[src/rtl/sram_responder.sv]
// Responder end of the CPU RAM interface: sequences single-byte read/write
// requests onto an asynchronous 8-bit SRAM with fully registered pin timing.
module sram_responder #(
    parameter int ADDR_W   = 20,
    parameter int SRAM_A_W = 18,
    parameter int RD_WAIT  = 2,
    parameter int WR_WAIT  = 2
) (
    input  logic                iClk,
    input  logic                iRst,
    input  logic [ADDR_W-1:0]   iReqAddr,
    input  logic [7:0]          iReqDataW,
    input  logic                iReqR,
    input  logic                iReqW,
    output logic                oBusy,
    output logic                oAck,
    output logic [7:0]          oReqDataR,
    output logic [SRAM_A_W-1:0] oSramA,
    output logic [7:0]          oSramD,
    output logic                oSramDOe,
    input  logic [7:0]          iSramD,
    output logic                oSramCe_n,
    output logic                oSramOe_n,
    output logic                oSramWe_n
);

    localparam int MAX_WAIT = (RD_WAIT > WR_WAIT) ? RD_WAIT : WR_WAIT;
    localparam int CNT_W    = (MAX_WAIT > 1) ? $clog2(MAX_WAIT) : 1;

    // The counter holds "remaining cycles minus one", reloaded on every state entry.
    localparam logic [CNT_W-1:0] RD_LOAD = CNT_W'(RD_WAIT - 1);
    localparam logic [CNT_W-1:0] WR_LOAD = CNT_W'(WR_WAIT - 1);

    typedef enum logic [2:0] {
        ST_IDLE,
        ST_RD,
        ST_WSETUP,
        ST_WPULSE,
        ST_WHOLD
    } state_t;

    state_t              state_q, state_d;
    logic [CNT_W-1:0]    cnt_q, cnt_d;
    logic [SRAM_A_W-1:0] addr_d;
    logic [7:0]          wdata_d;
    logic [7:0]          rdata_d;
    logic                ack_d;

    // Upper request address bits are dropped on purpose, so addresses alias.
    if (ADDR_W > SRAM_A_W) begin : g_alias
        logic unused_addr_hi;
        assign unused_addr_hi = ^iReqAddr[ADDR_W-1:SRAM_A_W];
    end

    always_comb begin
        // NOTE: every signal gets a default first so no path leaves it unassigned (no latch).
        state_d = state_q;
        cnt_d   = cnt_q;
        addr_d  = oSramA;
        wdata_d = oSramD;
        rdata_d = oReqDataR;
        ack_d   = 1'b0;

        unique case (state_q)
            ST_IDLE: begin
                if (iReqW) begin
                    state_d = ST_WSETUP;
                    addr_d  = iReqAddr[SRAM_A_W-1:0];
                    wdata_d = iReqDataW;
                end else if (iReqR) begin
                    state_d = ST_RD;
                    addr_d  = iReqAddr[SRAM_A_W-1:0];
                    cnt_d   = RD_LOAD;
                end
            end
            ST_RD: begin
                if (cnt_q == '0) begin
                    rdata_d = iSramD;
                    ack_d   = 1'b1;
                    state_d = ST_IDLE;
                end else begin
                    cnt_d = cnt_q - 1'b1;
                end
            end
            ST_WSETUP: begin
                state_d = ST_WPULSE;
                cnt_d   = WR_LOAD;
            end
            ST_WPULSE: begin
                if (cnt_q == '0) begin
                    state_d = ST_WHOLD;
                end else begin
                    cnt_d = cnt_q - 1'b1;
                end
            end
            ST_WHOLD: begin
                ack_d   = 1'b1;
                state_d = ST_IDLE;
            end
            default: state_d = ST_IDLE;
        endcase
    end

    // Pin values are decoded from the next state so every output is a flop.
    always_ff @(posedge iClk) begin
        if (iRst) begin
            state_q   <= ST_IDLE;
            cnt_q     <= '0;
            oBusy     <= 1'b0;
            oAck      <= 1'b0;
            oReqDataR <= '0;
            oSramA    <= '0;
            oSramD    <= '0;
            oSramDOe  <= 1'b0;
            oSramCe_n <= 1'b1;
            oSramOe_n <= 1'b1;
            oSramWe_n <= 1'b1;
        end else begin
            // NOTE: non-blocking assignments so all flops update together from pre-edge values.
            state_q   <= state_d;
            cnt_q     <= cnt_d;
            oBusy     <= (state_d != ST_IDLE);
            oAck      <= ack_d;
            oReqDataR <= rdata_d;
            oSramA    <= addr_d;
            oSramD    <= wdata_d;
            oSramDOe  <= (state_d == ST_WSETUP) || (state_d == ST_WPULSE) || (state_d == ST_WHOLD);
            oSramCe_n <= (state_d == ST_IDLE);
            oSramOe_n <= (state_d != ST_RD);
            oSramWe_n <= (state_d != ST_WPULSE);
        end
    end

endmodule
[config.mk]
export PLATFORM = sky130hd
export DESIGN_NAME = sram_responder
export DESIGN_NICKNAME = d
export VERILOG_FILES = /design/src/rtl/sram_responder.sv
export SDC_FILE = /design/constraint.sdc
export NUM_CORES = 1
export LEC_CHECK = 0
export CAP_MARGIN = 10
export CORE_ASPECT_RATIO = 1.1
export CORE_MARGIN = 2
export CORE_UTILIZATION = 30
export DETAILED_ROUTE_END_ITERATION = 6
export RECOVER_POWER = 50
export SYNTH_ARGS = -nofsm -noshare
export SYNTH_HDL_FRONTEND = slang
export SYNTH_SLANG_ARGS = --single-unit
[constraint.sdc]
create_clock -name iClk -period 1.9 [get_ports iClk]
set_clock_uncertainty 0.05 [all_clocks]
set_input_delay 0.285 -clock iClk [delete_from_list [all_inputs] [get_ports iClk]]
set_output_delay 0.285 -clock iClk [all_outputs]
set_load 0.01 [all_outputs]
Word-level counts from Yosys, hierarchy flattened:

Cells that the tools add are included.

* bitwise logic cells: 1
* muxes and demuxes: 13
* add/sub/neg operators: 1
* reductions and logical operators: 12
* equality and inequality tests: 11

Operator list (count)
* $mux 18: 2
* $eq 3x2->1 const B: 4
* $mux 3: 4
* $pmux 3 s4: 1
* $eq 3x3->1 const B: 2
* $logic_not 3->1: 2
* $reduce_and 2->1: 3
* $reduce_bool 3->1: 2
* $mux 1: 4
* $ne 2x2->1 const B: 2
* $eq 3x1->1 const B: 1
* $ne 3x1->1 const B: 1
* $ne 3x2->1 const B: 1
* $pmux 1 s3: 1
* $reduce_and 3->1: 1
* $logic_or 1x1->1: 2
* $pmux 1 s2: 1
* $reduce_bool 2->1: 1
* $reduce_or 2->1: 1
* $not 1->1: 1
* $sub 1x1->1 const B: 1

* output and inout port bits: 40
* flip-flop bits (word level): 44
* bits of input ports: 40
* logic and storage cells: 49

Depth between registers and ports, before layout:

Gate-level depths: netlist (run 1).

* word-level depth: 6
* depth in mapped cells: 6

Worst setup path after synthesis (run 1):

Ideal clock, no wire load.

* path type: reg-to-reg
* start point: reg state_q[0]
* end point: reg oSramWe_n
* period minus slack after synthesis: 1445 ps
* slack: 455 ps
* data required time: 1716 ps
* cell stages (with the launch flop): 4
* data arrival time: 1261 ps
* path through: dfxtp_1 > nor2b_1 > a211o_1 > or4_1

* word-level cells in the longest chain between the ends: 4
* elaborated cells on any way between the ends: 10
* classes of those cells: 4 x eq/ne; 5 x mux; 1 x reduce/logical

RTL lines
* start, declared: RTL line 42 `state_t state_q, state_d;`
* start signal, assigned: RTL line 120 `state_q <= state_d;`
* $mux 3: RTL line 70 `end else if (iReqR) begin`
* $mux 3: RTL line 66 `if (iReqW) begin`
* $pmux 3 s4 *: RTL line 64 `unique case (state_q)`
* $ne 3x2->1 *: RTL line 130 `oSramWe_n <= (state_d != ST_WPULSE);`
* end signal, assigned: RTL line 130
* end, declared: RTL line 24 `output logic oSramWe_n`

Mark *: on every way between the ends. The rest lies on a longest branch, timed or not.
A chain may end at the register's enable or synchronous reset.

Worst setup path in the final report (run 1):

* start point: reg state_q[2]
* end point: reg oSramD[0]

* word-level cells in the longest chain between the ends: 2

RTL lines
* $logic_not 3->1: RTL line 64
* $reduce_and 2->1 (no line)
* end signal, assigned: RTL line 126 `oSramD <= wdata_d;`
* end, declared: RTL line 19 `output logic [7:0] oSramD,`

No other way between the ends.

==> out/qor.txt, run 1 <==
synthesis-to-layout area growth = 58.1%
crit path time final = 1.59 ns
CP max-delay cell = nor4b_2
post-synthesis instance total = 186
initial antenna violation count = 0
CTS tree = done
maximum fanout along the worst path = 8
Leak Pwr = 0.00108 uW
most frequent cells in the layout = clkdlybuf4s50_1 (60), dfxtp_1 (44), nand2b_1 (37)
Slew @ Worst Pin = 0.861 ns
row count = 29
area of the mapped netlist = 0.00175 mm2
RSZ-0062 raised after global routing = no
# H-tree levels = 2
vias in the first global route = 1,434
setup TNS = 0 ns
1st-pass router iterations = 4
Final Worst Setup Slack = 0.307 ns
CTS Buf Count = 5
Remaining DRCs = 0
Max Freq = 0.628 GHz
Synth Warn # = 0
Power Density = 939 mW/mm2
wire length on met3 = 410 um
Fillers = 583
overall routing resource usage = 12.6%
Reg-to-Reg Start = state_q[2]
count of final setup violators = 0
Syn Area/Cell = 9.42 um2
M1 WL = 1700 um
clk sinks = 44
Crit Path Class = reg2reg
worst hold path class = reg2reg
fin. max-slew vios = 0
GRT Residual Overflow = 0
Post-Route WL = 3810 um
Via-to-Cell Ratio = 4.30
num ports = 80
Min-Delay Startpoint = oReqDataR[7]
maximum VDD drop = 466 uV
register bit count reported by yosys = 44
Critical Path AT = 1.76 ns
top post-synthesis cells by area = dfxtp_1 (50%), nand2b_1 (13%), mux2i_1 (10%)
crit path capture type = flop
Final period util = 83.8%
CTS clk-pin slew, worst paths = 0.08 ns
Rel. slew slack = 42.6%
CP peak stage delay = 0.49 ns
ant diodes = 0
first-pass GRT wire length = 6600 um
Req. time, crit path = 2.07 ns
antenna viol nets, final = 0
Die Y = 84.1 um
sequential element share of the synthesized area = 50.3%
Max Cap Viol = 0
status = finished, final reports clean
clock buffer depth = 2
syn_nets = 226
Distinct cells, synth = 26
GPL Wtd Cong = 0.769
via count = 1,476
I/O Buffers = 77
CP startpoint kind = flop
register area = 881 um2
Die ar. = 0.00647 mm2
Post-CTS Resized = 0
Critical Path, Cell by Cell = clkbuf_1 > nor4b_2 > buf_4 > nand2_1 > a21oi_1
HPWL after detailed placement = 2610 um
Avg WL per Cell = 11.1 um
Routed met2 length = 1650 um
DR iter-0 viols = 54
Skew-Pair Late Insertion Delay = 0.30 ns
top cell type's share of synthesized area = 50.3%
area taken by multi-input logic gates = 796 um2
top sig layer = met4
leading cell type in the layout, fill and taps excluded = clkdlybuf4s50_1
layout cell share with drive strength beyond 1 = 7.14%
Total Nets Final = 305
Worst Setup SP = state_q[2]
largest net degree at the start of global routing = 62
Place WS = 0.00568 ns
core area = 0.00570 mm2
Hold Buf Count CTS = 0
post-synth top area cell = dfxtp_1
post-CTS setup repair buffer count = 0
clk root buf = clkbuf_8
Final Hold Viols = 0
Starting Density = 30.7%
Die X = 76.9 um
[registers in the layout, summed over array words and instances, names as in the netlist]
| name | cells |
|---|---|
| oSramOe_n | 1 |
| oSramA | 18 |
| oAck | 1 |
| oSramCe_n | 1 |
| oSramD | 8 |
| cnt_q | 1 |
| oSramDOe | 1 |
| oReqDataR | 8 |
| oBusy | 1 |
| oSramWe_n | 1 |
| state_q | 3 |
[through the flow]
stage	hold slack (ns)	cells	power (uW)	instance area [um2]	utilization, %
2_1_floorplan	0.315	186	1360	1750	-
3_3_place_gp	0.391	335	1670	2620	46.1
3_5_place_dp	0.396	335	1670	2620	46.1
4_1_cts	0.408	343	2670	2780	48.8
5_1_grt	0.417	343	2750	2770	48.6
6_report	0.400	343	2600	2770	48.6
[where the power goes]
| part | switching (uW) | internal [uW] | total, uW |
|---|---|---|---|
| Clock | 323 | 657 | 981 |
| Combinational | 227 | 327 | 554 |
| Sequential | 52.6 | 1010 | 1070 |
| Total | 603 | 2000 | 2600 |
[cells in the mapped netlist]
library cell / n
a2111oi_2: 1
a211o_1: 1
a211oi_1: 1
a21o_1: 1
a21oi_1: 20
a2bb2oi_1: 1
buf_2: 2
buf_4: 2
clkbuf_1: 8
dfxtp_1: 44
inv_1: 3
mux2i_1: 18
nand2_1: 33
nand2b_1: 37
nor2_1: 1
nor2_2: 1
nor2b_1: 1
nor3_1: 2
nor4b_2: 1
nor4b_4: 1
o211a_1: 1
o21a_1: 1
o21ai_0: 1
or3_1: 1
or4_1: 1
or4b_1: 2
[worst max-delay path, delay by kind of cell, from the launching register on]
| family | cells | cell delay, ns |
|---|---|---|
| flip-flops | 1 | 0.40 |
| buffers and inverters | 2 | 0.43 |
| AND/OR/NAND/NOR | 2 | 0.55 |
| AO/OA/AOI/OAI | 1 | 0.10 |
[worst paths after layout]
| path | endpoint | slack [ns] | cells after the start |
|---|---|---|---|
| max | oSramD[0] | 0.31 | 5 |
| min | oReqDataR[7] | 0.40 | 2 |
| max reg2reg | oSramD[0] | 0.31 | 5 |
| min reg2reg | oReqDataR[7] | 0.40 | 2 |
[cell families after synthesis]
| logic type | count (synthesis) | share of synthesized area [%] |
|---|---|---|
| muxes | 18 | 10.3 |
| AOI/OAI and AO/OA | 28 | 9.71 |
| and+or+nand+nor | 81 | 25.9 |
| buffers and inverters | 15 | 3.79 |
| DFF | 44 | 50.3 |
[cell type report]
cell class / instances / area share (%)
timing repair buffer: 84 / 29.9
inverter: 3 / 0.407
clock buffer: 5 / 2.48
sequential: 44 / 31.8
clock inverter: 3 / 3.25
multi-input combinational: 127 / 28.7
tap: 77 / 3.48
[metal layers]
layer,vias to the layer above,track usage (%)
met5,-,0
met4,0,4.46
met3,5,6.45
met2,61,19.4
met1,640,15.0
li1,770,-
Power figures use the tool's default switching activity.
==> inputs of run 2 (changes only) <==
Clock period 1.9 ns to 1.31 ns, I/O delays scaled along.
==> run 2 against run 1 <==
  * The run now ends with negative setup slack left
  * Global-route usage is 0.42 points higher
  * Via count rose by 4.7%
  * Non-clock buffer count increased by 14
  * Count of clock-buffer cells in the layout is 3 higher
  * Flip-flop and latch count did not move
  * Combinational power is 65% higher
  * Die area did not move
  * Cell area increased by 5.3%
  * Sequential power grew 45%
  * Cell count increased by 4.1%
  * Critical path type unchanged
  * Critical endpoint is now oSramWe_n
==> out/qor.txt, run 2 (synthesized netlist as in run 1, its figures left out) <==
synthesis-to-layout area growth = 66.6%
leading cell type in the layout, fill and taps excluded = dlygate4sd2_1
clk sinks = 44 (unchanged)
Fillers = 562 (-3.6%)
crit path time final = 1.38 ns (-0.216 ns)
status = finished with violations
GPL Wtd Cong = 0.729 (-5.2%)
clock buffer depth = 2 (unchanged)
largest net degree at the start of global routing = 41 (-34%)
worst hold path class = in2reg
layout cell share with drive strength beyond 1 = 22.1% (+15 points)
Max Freq = 0.726 GHz (+16%)
Final Hold Viols = 0 (unchanged)
fin. max-slew vios = 0 (unchanged)
register area = 896 um2 (+1.7%)
Reg-to-Reg Start = state_q[0]
CP startpoint kind = flop
Place WS = -0.485 ns (-0.490 ns)
setup TNS = -0.377 ns (-0.377 ns)
# H-tree levels = 2 (unchanged)
Die ar. = 0.00647 mm2 (unchanged)
r2r worst-path depth = 3 (-2)
Max Cap Viol = 0 (unchanged)
Total Nets Final = 319 (+4.6%)
CTS Buf Count = 5 (unchanged)
Crit Path Class = reg2reg
Die X = 76.9 um (unchanged)
DR iter-0 viols = 54 (unchanged)
GRT Residual Overflow = 0 (unchanged)
Avg WL per Cell = 11.7 um (+5.7%)
RSZ-0062 raised after global routing = yes
via count = 1,546 (+4.7%)
Min-Delay Startpoint = iRst
largest registers = oSramA: 18 flops, oReqDataR: 8 flops, oSramD: 8 flops
delay-heaviest family, CP = simple AND/OR/NAND/NOR gates
initial antenna violation count = 0 (unchanged)
CTS tree = done
Final Worst Setup Slack = -0.0668 ns (-0.374 ns)
crit path capture type = flop
max reg flops = 18 (unchanged)
overall routing resource usage = 13.0% (+0.42 points)
Remaining DRCs = 0 (unchanged)
Critical Path AT = 1.49 ns (-0.27 ns)
first-pass GRT wire length = 6920 um (+4.9%)
num ports = 80 (unchanged)
most frequent cells in the layout = dlygate4sd2_1 (42), dfxtp_1 (40), nand2b_1 (36)
Die Y = 84.1 um (unchanged)
hold path depth = 2 (unchanged)
CP bufs+invs = 0 (-2)
I/O Buffers = 77 (unchanged)
CP Depth = 3 (-2)
Worst Setup SP = state_q[0]
antenna viol nets, final = 0 (unchanged)
1st-pass router iterations = 4 (unchanged)
Via-to-Cell Ratio = 4.33 (+0.63%)
clk root buf = clkbuf_8
CTS clk-pin slew, worst paths = 0.08 ns (about the same)
HPWL after detailed placement = 2870 um (+10%)
count of final setup violators = 9 (+9)
Slew @ Worst Pin = 0.352 ns (-0.509 ns)
Starting Density = 30.7% (unchanged)
Req. time, crit path = 1.42 ns (-0.65 ns)
Biggest register = oSramA
violated checks = negative setup slack
Rel. slew slack = 76.5% (+34 points)
Post-Route WL = 4190 um (+10%)
core area = 0.00570 mm2 (unchanged)
ant diodes = 0 (unchanged)
Leak Pwr = 0.00127 uW (+18%)
area taken by multi-input logic gates = 922 um2 (+16%)
Final period util = 105% (+21 points)
vias in the first global route = 1,530 (+6.7%)
row count = 29 (unchanged)
CP peak stage delay = 0.47 ns (-0.02 ns)
Power Density = 1140 mW/mm2 (+21%)
Skew-Pair Late Insertion Delay = 0.28 ns (-0.02 ns)
Critical Path, Cell by Cell = nor2b_4 > a211o_1 > or4_1
maximum VDD drop = 614 uV (+32%)
maximum fanout along the worst path = 6 (-2)
CP max-delay cell = or4_1
-- run 2: report_power, final --
part / switching [uW] / internal (uW)
sequential: 79.9 / 1470
combinational: 395 / 517
clock: 428 / 430
-- run 2: final cells by class --
type / instances / area share, %
Multi-Input combinational cell: 127 / 31.6
Sequential cell: 44 / 30.7
Inverter: 3 / 0.386
Clock buffer: 8 / 3.09
Timing Repair Buffer: 98 / 30.9
Tap cell: 77 / 3.30
-- run 2: what timing repair did --
item	CTS	global route
endpoints found under the setup margin	58	37
gates cloned	0	0
buffers inserted	0	1
gates resized for setup	59	21
hold buffers	0	0
pin swaps	10	16
-- run 2: worst paths after layout --
check                                    end  slack, ns
worst min register to register  oReqDataR[1]       0.41
worst max-delay path               oSramWe_n      -0.07
worst max register to register     oSramWe_n      -0.07
worst min-delay path              state_q[0]       0.11
-- run 2: layer usage --
metal | wire length [um] | track usage (%) | part of all wire [%] | up-vias
met3 | 343 | 4.09 | 8.2 | 5
met5 | 0 | 0 | 0 | -
li1 | - | - | - | 795
met1 | 1960 | 16.6 | 47 | 684
met4 | 35 | 3.97 | 0.84 | 0
met2 | 1850 | 21.0 | 44 | 62
-- run 2: metrics by stage --
step           cell area, um2  utilization [%]  total power, uW  hold slack (ns)  instances
4_1_cts                  2830             49.7             3330           0.0925        357
3_3_place_gp             2750             48.2             2510            0.387        349
3_5_place_dp             2750             48.2             2510            0.394        349
2_1_floorplan            1800                -             2010            0.218        186
5_1_grt                  2920             51.2             3520            0.113        357
6_report                 2920             51.2             3320            0.111        357
==> patch: new RTL, settings of run 2 <==
Encoding of `state_t`: now one-hot (5 bits for 5 states).
--- a/src/rtl/sram_responder.sv
+++ b/src/rtl/sram_responder.sv
@@ -31,12 +31,12 @@
     localparam logic [CNT_W-1:0] RD_LOAD = CNT_W'(RD_WAIT - 1);
     localparam logic [CNT_W-1:0] WR_LOAD = CNT_W'(WR_WAIT - 1);
 
-    typedef enum logic [2:0] {
-        ST_IDLE,
-        ST_RD,
-        ST_WSETUP,
-        ST_WPULSE,
-        ST_WHOLD
+    typedef enum logic [4:0] {
+        ST_IDLE   = 5'b00001,
+        ST_RD     = 5'b00010,
+        ST_WSETUP = 5'b00100,
+        ST_WPULSE = 5'b01000,
+        ST_WHOLD  = 5'b10000
     } state_t;
 
     state_t              state_q, state_d;
Function: same outputs for any inputs over 10 cycles, from zero or initial values and one cycle with iRst high; not proved beyond that.
==> patch against run 2 <==
  * The run still ends with negative setup slack left
  * Fmax is 19% lower
  * Cell area up 2.1%
  * Critical endpoint is now oSramOe_n
  * Power is 16% higher
  * Largest power group unchanged
  * Critical path depth up 3
  * Non-clock buffer count increased by 10
  * Die area rose by 0.75%
  * Core utilization increased by 0.75 points
  * Largest cell class is now buffers
  * Synthesized area rose by 0.79%
  * Final cell count down 1.7%
  * Sequential cell count is 2 higher
  * Worst setup slack got worse by 330 ps
  * Routed wire length increased by 5.8%
  * Clock power grew 2.9%
==> patch: results (changes against run 2) <==
** Setup path
- Worst path slowest cell :: sky130_fd_sc_hd__or4b_4 (was sky130_fd_sc_hd__or4_1)
- The launch instance of the worst register-to-register path is state_q[0] (unchanged).
- The highest fanout seen on the critical path came to 7 (was 6).
- The count of cells along the worst register-to-register path is 6 (was 3).
- Worst reg2reg path endpoint :: oSramOe_n (was oSramWe_n)
- CP delay by family, top :: simple AND/OR/NAND/NOR gates (unchanged)

** Worst hold path
- Classification of the worst-slack hold path :: flip-flop to flip-flop (was primary input to flip-flop)
- Hold-critical path endpoint :: oSramA[6] (was state_q[0])
- The worst min-delay path startpoint was oSramA[6] (was iRst).

** Detailed routing
- WL/cell :: 12.6 um (was 11.7 um)
- The overall via count from detail_route came to 1529 (was 1546).
- First DRT Iteration DRCs :: 44 (was 54)

** Finish
- The number of filler instances in the final layout is 561 (was 562).
- Proportion of layout cells with a drive suffix above 1 :: 23.0% (was 22.1%)
- Number of nets in the final layout :: 313 (was 319)

** Synthesis
- Synth cell count leaders: sky130_fd_sc_hd__dfxtp_1 (46), sky130_fd_sc_hd__nor2_1 (42), sky130_fd_sc_hd__mux2i_1 (34) (was sky130_fd_sc_hd__dfxtp_1 (44), sky130_fd_sc_hd__nand2b_1 (37), sky130_fd_sc_hd__nand2_1 (33)).
- Average footprint of a synthesized cell :: 10.5 um2 (was 9.42 um2)
- Cell types with the largest area share after synthesis: sky130_fd_sc_hd__dfxtp_1 (52%), sky130_fd_sc_hd__mux2i_1 (19%), sky130_fd_sc_hd__nor2_1 (8.9%), sky130_fd_sc_hd__a21oi_1 (1.4%), sky130_fd_sc_hd__nor4b_4 (1.3%) (was sky130_fd_sc_hd__dfxtp_1 (50%), sky130_fd_sc_hd__nand2b_1 (13%), sky130_fd_sc_hd__mux2i_1 (10%), sky130_fd_sc_hd__nand2_1 (7.1%), sky130_fd_sc_hd__a21oi_1 (5.7%)).
- Number of nets produced by synthesis :: 208 (was 226)
- Seq/Total Area, Yosys :: 52.2% (was 50.3%)

** STA
- Transition time of the tightest slew-check pin :: 401 ps (was 352 ps)
- The summed negative setup slack over all endpoints is -9690 ps (was -377 ps).
- Count of final setup violators :: 41 (was 9)
- The final worst slack is -397 ps (was -66.8 ps).
- The worst hold slack came to 440 ps (was 111 ps).

** Outcome
- Run status :: finished with violations (unchanged)
- Failing checks: negative setup slack (unchanged).

** Placed design
- The detailed-placement wirelength estimate is 2860 um (was 2870 um).
- The cell count after placement was 334 (was 349).
- Weighted congestion at the end of routability-driven global placement :: 0.739 (was 0.729)
- Place WS :: -504 ps (was -485 ps)

** Global route
- Global routing usage summed across all routing layers :: 13.9% (was 13.0%)
- The wire length of the first global-routing pass was 7200 um (was 6920 um).
- The maximum number of pins on one net before global-route repair is 39 (was 41).

** Clock tree
- The number of clock buffers inserted by TritonCTS is 5 (unchanged).
- The number of buffers on the longest clock path was 2 (unchanged).
- # hold bufs at CTS :: 0 (unchanged)

** Pwr
- Maximum vdd drop :: 0.000656 V (was 0.000614 V)
- Reported leakage power :: 0.00145 uW (was 0.00127 uW)
[patch: worst max-delay path by stage]
stage                    start    endpoint  slack (ps)  cells after the start
floorplan           state_q[1]  oSramA[10]        -290                      7
global placement         iReqR   oSramOe_n        -480                      6
detailed placement       iReqR   oSramOe_n        -500                      6
CTS                 state_q[1]   oSramA[5]        -320                      6
global route        state_q[0]   oSramOe_n        -450                      6
finish              state_q[0]   oSramOe_n        -400                      6
[patch: logic make-up after synthesis]
family,Yosys count,synth area share [%]
mux,34,19.3
flops,46,52.2
buf+inv,13,4.54
xor+xnor,2,0.992
compound gates,11,4.11
simple gates,62,18.9
[patch: metrics by stage]
step	area [um2]	util [%]
3_3_place_gp	2750	48.0
6_report	2980	52.0
5_1_grt	2980	52.0
2_1_floorplan	1790	-
4_1_cts	2940	51.3
3_5_place_dp	2750	48.0
[patch: worst register-to-register path, cell delays in order, from the launching register on]
cell and delay (ps):
sky130_fd_sc_hd__dfxtp_2 360, sky130_fd_sc_hd__buf_6 130, sky130_fd_sc_hd__xor2_1 270, sky130_fd_sc_hd__a221oi_4 130, sky130_fd_sc_hd__or4b_4 540, sky130_fd_sc_hd__inv_2 80
sky130_fd_sc_hd__o21ai_2 40
[patch: repair_timing]
action                     in CTS  in global routing
setup endpoints to repair      82                 42
buffers inserted                7                  3
gates resized for setup        60                 14
pin swaps                       3                  5
gates cloned                    1                  0
[patch: final cells by class]
cell class              instances  area [um2]  share of cell area [%]
multi-input cells             109         851                    28.6
inverters                       3        11.3                   0.378
well taps                      77        96.3                    3.23
flip-flops and latches         46         935                    31.4
clock inverters                 1        5.00                   0.168
repair buffers                108         995                    33.4
clock buffers                   7        86.3                    2.90
[patch: report_power, final]
group          switching [uW]  internal [uW]  leakage, uW
Sequential               87.3           1560     0.000379
Clock                     458            426    0.0000482
Combinational             581            749      0.00102
Total                    1130           2740      0.00145
[patch: routing by layer]
metal	part of all wire (%)	up-vias	wire (um)	track usage, %
li1	-	779	-	-
met1	41	689	1830	17.0
met2	49	54	2170	22.0
met3	8.1	7	360	5.70
met4	1.5	0	68	4.87
met5	0	-	0	0
